## config.mk

```make
export PLATFORM = sky130hd
export DESIGN_NAME = sqrt_unit_flat
export DESIGN_NICKNAME = d
export VERILOG_FILES = /design/src/rtl/sqrt_pkg.sv /design/src/rtl/sqrt_unit_if.sv /design/src/rtl/sqrt_digit_step.sv /design/src/rtl/sqrt_unit.sv /design/src/flat_wrapper.sv
export SDC_FILE = /design/constraint.sdc
export NUM_CORES = 1
export LEC_CHECK = 0
export BUFFER_PORTS_ARGS = -buffer_cell sky130_fd_sc_hd__buf_4
export CAP_MARGIN = 20
export CORE_UTILIZATION = 30
export DETAILED_ROUTE_END_ITERATION = 12
export GPL_TIMING_DRIVEN = 0
export PLACE_DENSITY = 0.48
export REMOVE_ABC_BUFFERS = 1
export SETUP_SLACK_MARGIN = 0.15
export SLEW_MARGIN = 10
export SYNTH_ARGS = -nofsm -noshare
export SYNTH_HDL_FRONTEND = slang
export SYNTH_SLANG_ARGS = --single-unit
```

## constraint.sdc

```tcl
create_clock -name clk -period 3.6 [get_ports clk]
set_clock_uncertainty 0.05 [all_clocks]
set_input_delay 0.18 -clock clk [delete_from_list [all_inputs] [get_ports clk]]
set_output_delay 0.18 -clock clk [all_outputs]
set_load 0.03 [all_outputs]
```

## src/rtl/sqrt_pkg.sv

```systemverilog
// Shared types and constants for the integer square-root unit.
package sqrt_pkg;

  typedef enum logic [1:0] {
    ST_IDLE = 2'd0,
    ST_CALC = 2'd1,
    ST_DONE = 2'd2
  } sqrt_state_e;

  localparam int ALGO_ODD   = 0;
  localparam int ALGO_DIGIT = 1;

  function automatic int root_w(input int width);
    return width / 2;
  endfunction

endpackage

```

## src/rtl/sqrt_unit_if.sv

```systemverilog
// Operand request and result bundle for sqrt_unit; master issues start/a, slave returns results.
interface sqrt_unit_if #(parameter int WIDTH = 8);
  import sqrt_pkg::*;
  localparam int R = root_w(WIDTH);

  logic             start;
  logic [WIDTH-1:0] a;
  logic             busy;
  logic             done;
  logic [R-1:0]     root;
  logic [R:0]       rem;

  modport master (output start, output a, input busy, input done, input root, input rem);
  modport slave  (input start, input a, output busy, output done, output root, output rem);
endinterface

```

## src/rtl/sqrt_digit_step.sv

```systemverilog
// One restoring root-digit step: consumes one operand bit pair, emits one root bit. Purely combinational.
module sqrt_digit_step #(
  parameter int R = 4
) (
  input  logic [R+1:0] rem_i,
  input  logic [R-1:0] root_i,
  input  logic [1:0]   pair_i,
  output logic [R+1:0] rem_o,
  output logic [R-1:0] root_o
);
  logic         ge;
  logic [R+1:0] diff;

  // Sign of the full-width trial decides the bit; the kept remainder always fits R+2 bits.
  assign ge     = {rem_i, pair_i} >= {2'b00, root_i, 2'b01};
  assign diff   = {rem_i[R-1:0], pair_i} - {root_i, 2'b01};
  assign rem_o  = ge ? diff : {rem_i[R-1:0], pair_i};
  assign root_o = {root_i[R-2:0], ge};
endmodule

```

## src/rtl/sqrt_unit.sv

```systemverilog
// floor(sqrt(a)) and a-root^2; latency R+1 edges (digit) or root+2 edges (odd-sum) from start to done.
// start is taken only in IDLE or the done cycle; requests during a computation are dropped.
module sqrt_unit
  import sqrt_pkg::*;
#(
  parameter int WIDTH = 8,
  parameter int ALGO  = ALGO_DIGIT
) (
  input  logic        clk,
  input  logic        clr,
  sqrt_unit_if.slave  bus
);
  localparam int R = root_w(WIDTH);
  localparam logic [1:0] S_IDLE = ST_IDLE;
  localparam logic [1:0] S_CALC = ST_CALC;
  localparam logic [1:0] S_DONE = ST_DONE;

  logic [1:0]   state_q, state_d;
  logic         done_q, done_d;
  logic [R-1:0] root_q, root_d;
  logic [R:0]   rem_q, rem_d;
  logic         accept;
  logic         calc_last;
  logic [R-1:0] res_root;
  logic [R:0]   res_rem;

  // DONE spends one cycle latching the result, then one cycle showing done.
  assign accept = bus.start && ((state_q == S_IDLE) || ((state_q == S_DONE) && done_q));

  always_comb begin
    state_d = state_q;
    done_d  = 1'b0;
    root_d  = root_q;
    rem_d   = rem_q;
    case (state_q)
      S_IDLE: if (accept) state_d = S_CALC;
      S_CALC: if (calc_last) state_d = S_DONE;
      S_DONE: begin
        if (!done_q) begin
          done_d = 1'b1;
          root_d = res_root;
          rem_d  = res_rem;
        end else begin
          state_d = accept ? S_CALC : S_IDLE;
        end
      end
      default: state_d = S_IDLE;
    endcase
  end

  always_ff @(posedge clk or negedge clr) begin
    if (!clr) begin
      state_q <= S_IDLE;
      done_q  <= 1'b0;
      root_q  <= '0;
      rem_q   <= '0;
    end else begin
      state_q <= state_d;
      done_q  <= done_d;
      root_q  <= root_d;
      rem_q   <= rem_d;
    end
  end

  assign bus.busy = (state_q == S_CALC);
  assign bus.done = done_q;
  assign bus.root = root_q;
  assign bus.rem  = rem_q;

  generate
    if (ALGO == ALGO_DIGIT) begin : g_digit
      localparam int CW = ($clog2(R) < 1) ? 1 : $clog2(R);
      logic [WIDTH-1:0] a_q;
      logic [R+1:0]     prem_q;
      logic [R-1:0]     proot_q;
      logic [CW-1:0]    cnt_q;
      logic [R+1:0]     step_rem;
      logic [R-1:0]     step_root;

      sqrt_digit_step #(.R(R)) u_step (
        .rem_i  (prem_q),
        .root_i (proot_q),
        .pair_i (a_q[WIDTH-1 -: 2]),
        .rem_o  (step_rem),
        .root_o (step_root)
      );

      always_ff @(posedge clk or negedge clr) begin
        if (!clr) begin
          a_q     <= '0;
          prem_q  <= '0;
          proot_q <= '0;
          cnt_q   <= '0;
        end else if (accept) begin
          a_q     <= bus.a;
          prem_q  <= '0;
          proot_q <= '0;
          cnt_q   <= CW'(R - 1);
        end else if (state_q == S_CALC) begin
          a_q     <= {a_q[WIDTH-3:0], 2'b00};
          prem_q  <= step_rem;
          proot_q <= step_root;
          cnt_q   <= cnt_q - 1'b1;
        end
      end

      assign calc_last = (cnt_q == '0);
      assign res_root  = proot_q;
      assign res_rem   = prem_q[R:0];
    end else begin : g_odd
      logic [WIDTH-1:0] a_q;
      logic [WIDTH:0]   sq_q;
      logic [R+1:0]     del_q;

      always_ff @(posedge clk or negedge clr) begin
        if (!clr) begin
          a_q   <= '0;
          sq_q  <= '0;
          del_q <= '0;
        end else if (accept) begin
          a_q   <= bus.a;
          sq_q  <= (WIDTH+1)'(1);
          del_q <= (R+2)'(3);
        end else if ((state_q == S_CALC) && !calc_last) begin
          sq_q  <= sq_q + (WIDTH+1)'(del_q);
          del_q <= del_q + (R+2)'(2);
        end
      end

      assign calc_last = (sq_q > {1'b0, a_q});
      // Both results only need their low bits, so modular arithmetic at result width suffices.
      assign res_root  = del_q[R:1] - R'(1);
      assign res_rem   = a_q[R:0] - (sq_q[R:0] - del_q[R:0] + (R+1)'(2));
    end
  endgenerate
endmodule

```

## src/flat_wrapper.sv

```systemverilog
// flat-port wrapper written by rule: the top's interface ports become plain ports
module sqrt_unit_flat import sqrt_pkg::*;
#(
  parameter int WIDTH = 8,
  parameter int ALGO  = ALGO_DIGIT
)
  (clk, clr, bus_start, bus_a, bus_busy, bus_done, bus_root, bus_rem);
  sqrt_unit_if #(.WIDTH(WIDTH)) bus_i ();
  input  logic clk;
  input  logic clr;
  input wire logic [$bits(bus_i.start)-1:0] bus_start;
  input wire logic [$bits(bus_i.a)-1:0] bus_a;
  output wire logic [$bits(bus_i.busy)-1:0] bus_busy;
  output wire logic [$bits(bus_i.done)-1:0] bus_done;
  output wire logic [$bits(bus_i.root)-1:0] bus_root;
  output wire logic [$bits(bus_i.rem)-1:0] bus_rem;
  assign bus_i.start = bus_start;
  assign bus_i.a = bus_a;
  assign bus_busy = bus_i.busy;
  assign bus_done = bus_i.done;
  assign bus_root = bus_i.root;
  assign bus_rem = bus_i.rem;
  sqrt_unit #(.WIDTH(WIDTH), .ALGO(ALGO)) u_core (.clk(clk), .clr(clr), .bus(bus_i));
endmodule
```

==> results.json <==
{
  "seqCellArea_sq_um": 801,
  "slew_headroom_pct": 30.1,
  "area_growth_pct": 21.5,
  "core_region_area_sq_um": 4850,
  "drc": 0,
  "finalSetupViolations": 0,
  "avgSynthCellArea_sq_um": 10.8,
  "drt-initial-drc-count": 45,
  "critPathRequiredTime_ns": 3.37,
  "end_kind": "primary output",
  "reg2reg_depth": 5,
  "dp_hpwl_um": 2110,
  "synth_top_family_by_area": "compound AO/OA/AOI/OAI gates",
  "drive_gt1_share_pct": 23.2,
  "cts_inserted_buffers": 5,
  "ctsResizeCount": 0,
  "multiInputGateArea_sq_um": 696,
  "insertion_delay_ns": 0.28,
  "synth_async_sr_flop_share_pct": 100,
  "wl_um": 3110,
  "synth_cell_types": 29,
  "syn_inst": 144,
  "p_clk_share_pct": 16.3,
  "worst_ep_arrival_time_ns": 2.02,
  "period_minus_slack_ns": 2.25,
  "mostFrequentLayoutCell": "dfrtp_1",
  "place.port_buffers": 21,
  "clockRootBuffer": "clkbuf_8",
  "status": "finished, final reports clean",
  "vias": 1116,
  "cts.sinks": 32,
  "io_pins": 22,
  "htreeDepth": 2,
  "synth_edf_count": 0,
  "die_y_um": 74,
  "final_cell_mix": "32 x dfrtp_1, 21 x nand2_1, 21 x buf_4, 10 x nand3_1",
  "std_cell_rows": 25,
  "synth-seq-cells": 32,
  "nets": 185,
  "drv_cap": 0,
  "dpl_worst_slack_ns": 1.47,
  "p_sw_mw": 0.846,
  "timing_worst_slew_pin_value_ns": 1.05,
  "fin_ws_ns": 1.35,
  "fp.dieW_um": 74,
  "power_frac_comb_pct": 52.2,
  "start_util_pct": 32.1,
  "synth-compound-area-share_pct": 13.0,
  "diodes": 0,
  "power_leakage_nw": 0.919,
  "netSwitchingFraction_pct": 41.2,
  "gp_congestion": 0.816,
  "yosys.area_share.simple_pct": 13.0,
  "final_max_slew_viol_count": 0,
  "synth-main-ff-cell": "dfrtp_1",
  "post_cts_buffers": 0,
  "netlist_area_sq_um": 1560,
  "worstSetupPathType": "reg2out",
  "final.setup.tns_ns": 0,
  "rsz0062_at_grt": "no",
  "cts_tree": "yes",
  "postRouteAntennaNets": 0,
  "fillers": 492,
  "final-hold-violation-count": 0,
  "synth_xor_area_share_pct": 3.38,
  "grt_max_degree": 33,
  "synth_fa_ha_area_share_pct": 5.63,
  "yosys_warnings": 0,
  "wl_per_cell_um": 13.2,
  "gr-usage-all-layers_pct": 13.5,
  "grt_pass1_wl_um": 5370,
  "postCtsHoldBufs": 1,
  "drt_pass1_iterations": 4,
  "grt_overflow": 0,
  "p_per_area_nw_per_um2": 1090,
  "antenna_found_initial": 0,
  "grt_pass1_vias": 1067,
  "yosysSeqAreaShare_pct": 51.5,
  "min_period_over_period_pct": 62.5,
  "cp_max_fo": 23,
  "min_path_type": "in2reg",
  "intPower_mw": 1.21,
  "die-area_sq_um": 5480,
  "clock_path_buffers": 2,
  "seqPwrFrac_pct": 31.5,
  "routed_via_density": 4.75,
  "path_clk_slew_ns": 0.06,
  "worstSetupStartpointType": "register",
  "clock.fmax_ghz": 0.444,
  "holdPathStages": 3,
  "synth_mux_area_share_pct": 9.73,
  "vdd_drop_max_uv": 398
}
stage by stage:
stage	cells	power (mW)	hold WS, ns	utilization (%)	area, sq um
final	235	2.05	0.0399	39.0	1890
after global routing	235	2.25	0.0423	39.0	1890
after CTS	235	2.09	0.0263	39.0	1890
after detailed placement	226	1.74	0.0971	36.5	1770
after global placement	226	1.71	0.0940	36.5	1770
after floorplan	138	1.46	-0.166	-	1530
cell type report:
| class | instances | area share [%] |
|---|---|---|
| multi-input cells | 97 | 36.8 |
| well taps | 67 | 4.44 |
| clock inverters | 2 | 1.85 |
| repair buffers | 22 | 8.87 |
| clock buffers | 6 | 3.84 |
| flip-flops and latches | 32 | 42.4 |
| inverters | 9 | 1.79 |
power by group through the flow:
stage | registers [mW] | clock network (mW) | logic [mW]
4_1_cts | 0.649 | 0.348 | 1.09
5_1_grt | 0.674 | 0.362 | 1.21
6_report | 0.647 | 0.334 | 1.07
3_3_place_gp | 0.648 | 0 | 1.06
2_1_floorplan | 0.729 | 0 | 0.734
3_5_place_dp | 0.655 | 0 | 1.09
registers in the layout (all words and copies together), names as in the netlist:
| name | cells |
|---|---|
| u_core.g_digit.prem_q | 6 |
| u_core.bus.root | 4 |
| u_core.state_q | 2 |
| u_core.bus.done | 1 |
| u_core.g_digit.cnt_q | 2 |
| u_core.bus.rem | 5 |
| u_core.g_digit.proot_q | 4 |
| u_core.g_digit.a_q | 8 |
logic make-up after synthesis:
logic type,count (synthesis)
buffers and inverters,15
flip-flops,32
XOR/XNOR,6
multiplexers,14
AO/OA/AOI/OAI,26
adder cells (fa/ha/maj),7
AND/OR/NAND/NOR,44
worst max-delay path, stage by stage, from the launching register on:
cell and delay (ns):
dfrtp_1 0.35, nand2b_1 0.65, inv_1 0.44, buf_4 0.30
layer usage:
layer	up-vias	part of all wire, %	global-route usage (%)
li1	543	-	-
met2	21	46	20.3
met3	6	3.6	4.47
met5	-	0	0
met4	0	1.5	4.49
met1	546	49	18.2
cell usage after synthesis (2+ instances only):
library cell / count / area [sq um]
mux2i_1: 5 / 50.1
o21ai_0: 4 / 20.0
o21ai_1: 5 / 25.0
xor2_1: 2 / 17.5
xnor2_1: 4 / 35.0
nand2b_1: 4 / 25.0
buf_2: 2 / 10.0
a22oi_1: 6 / 45.0
ha_1: 7 / 87.6
nand2_1: 21 / 78.8
nand3_1: 10 / 50.1
or3_1: 2 / 12.5
clkbuf_1: 4 / 15.0
mux2_2: 9 / 101
dfrtp_1: 32 / 801
a21o_1: 2 / 15.0
nor2_1: 5 / 18.8
inv_1: 9 / 33.8
worst paths after layout:
check,startpoint,end,slack (ns)
setup / recovery,u_core.state_q[1],bus_busy,1.35
hold / removal,bus_a[1],u_core.g_digit.a_q[1],0.04
setup reg to reg,u_core.state_q[1],u_core.g_digit.a_q[2],1.45
hold reg to reg,u_core.g_digit.a_q[4],u_core.g_digit.a_q[4],0.43
max in group asynchronous,clr,u_core.g_digit.a_q[2],2.87
min in group asynchronous,clr,u_core.bus.root[2],0.33
Note: power is estimated with default switching activity, not from simulation.
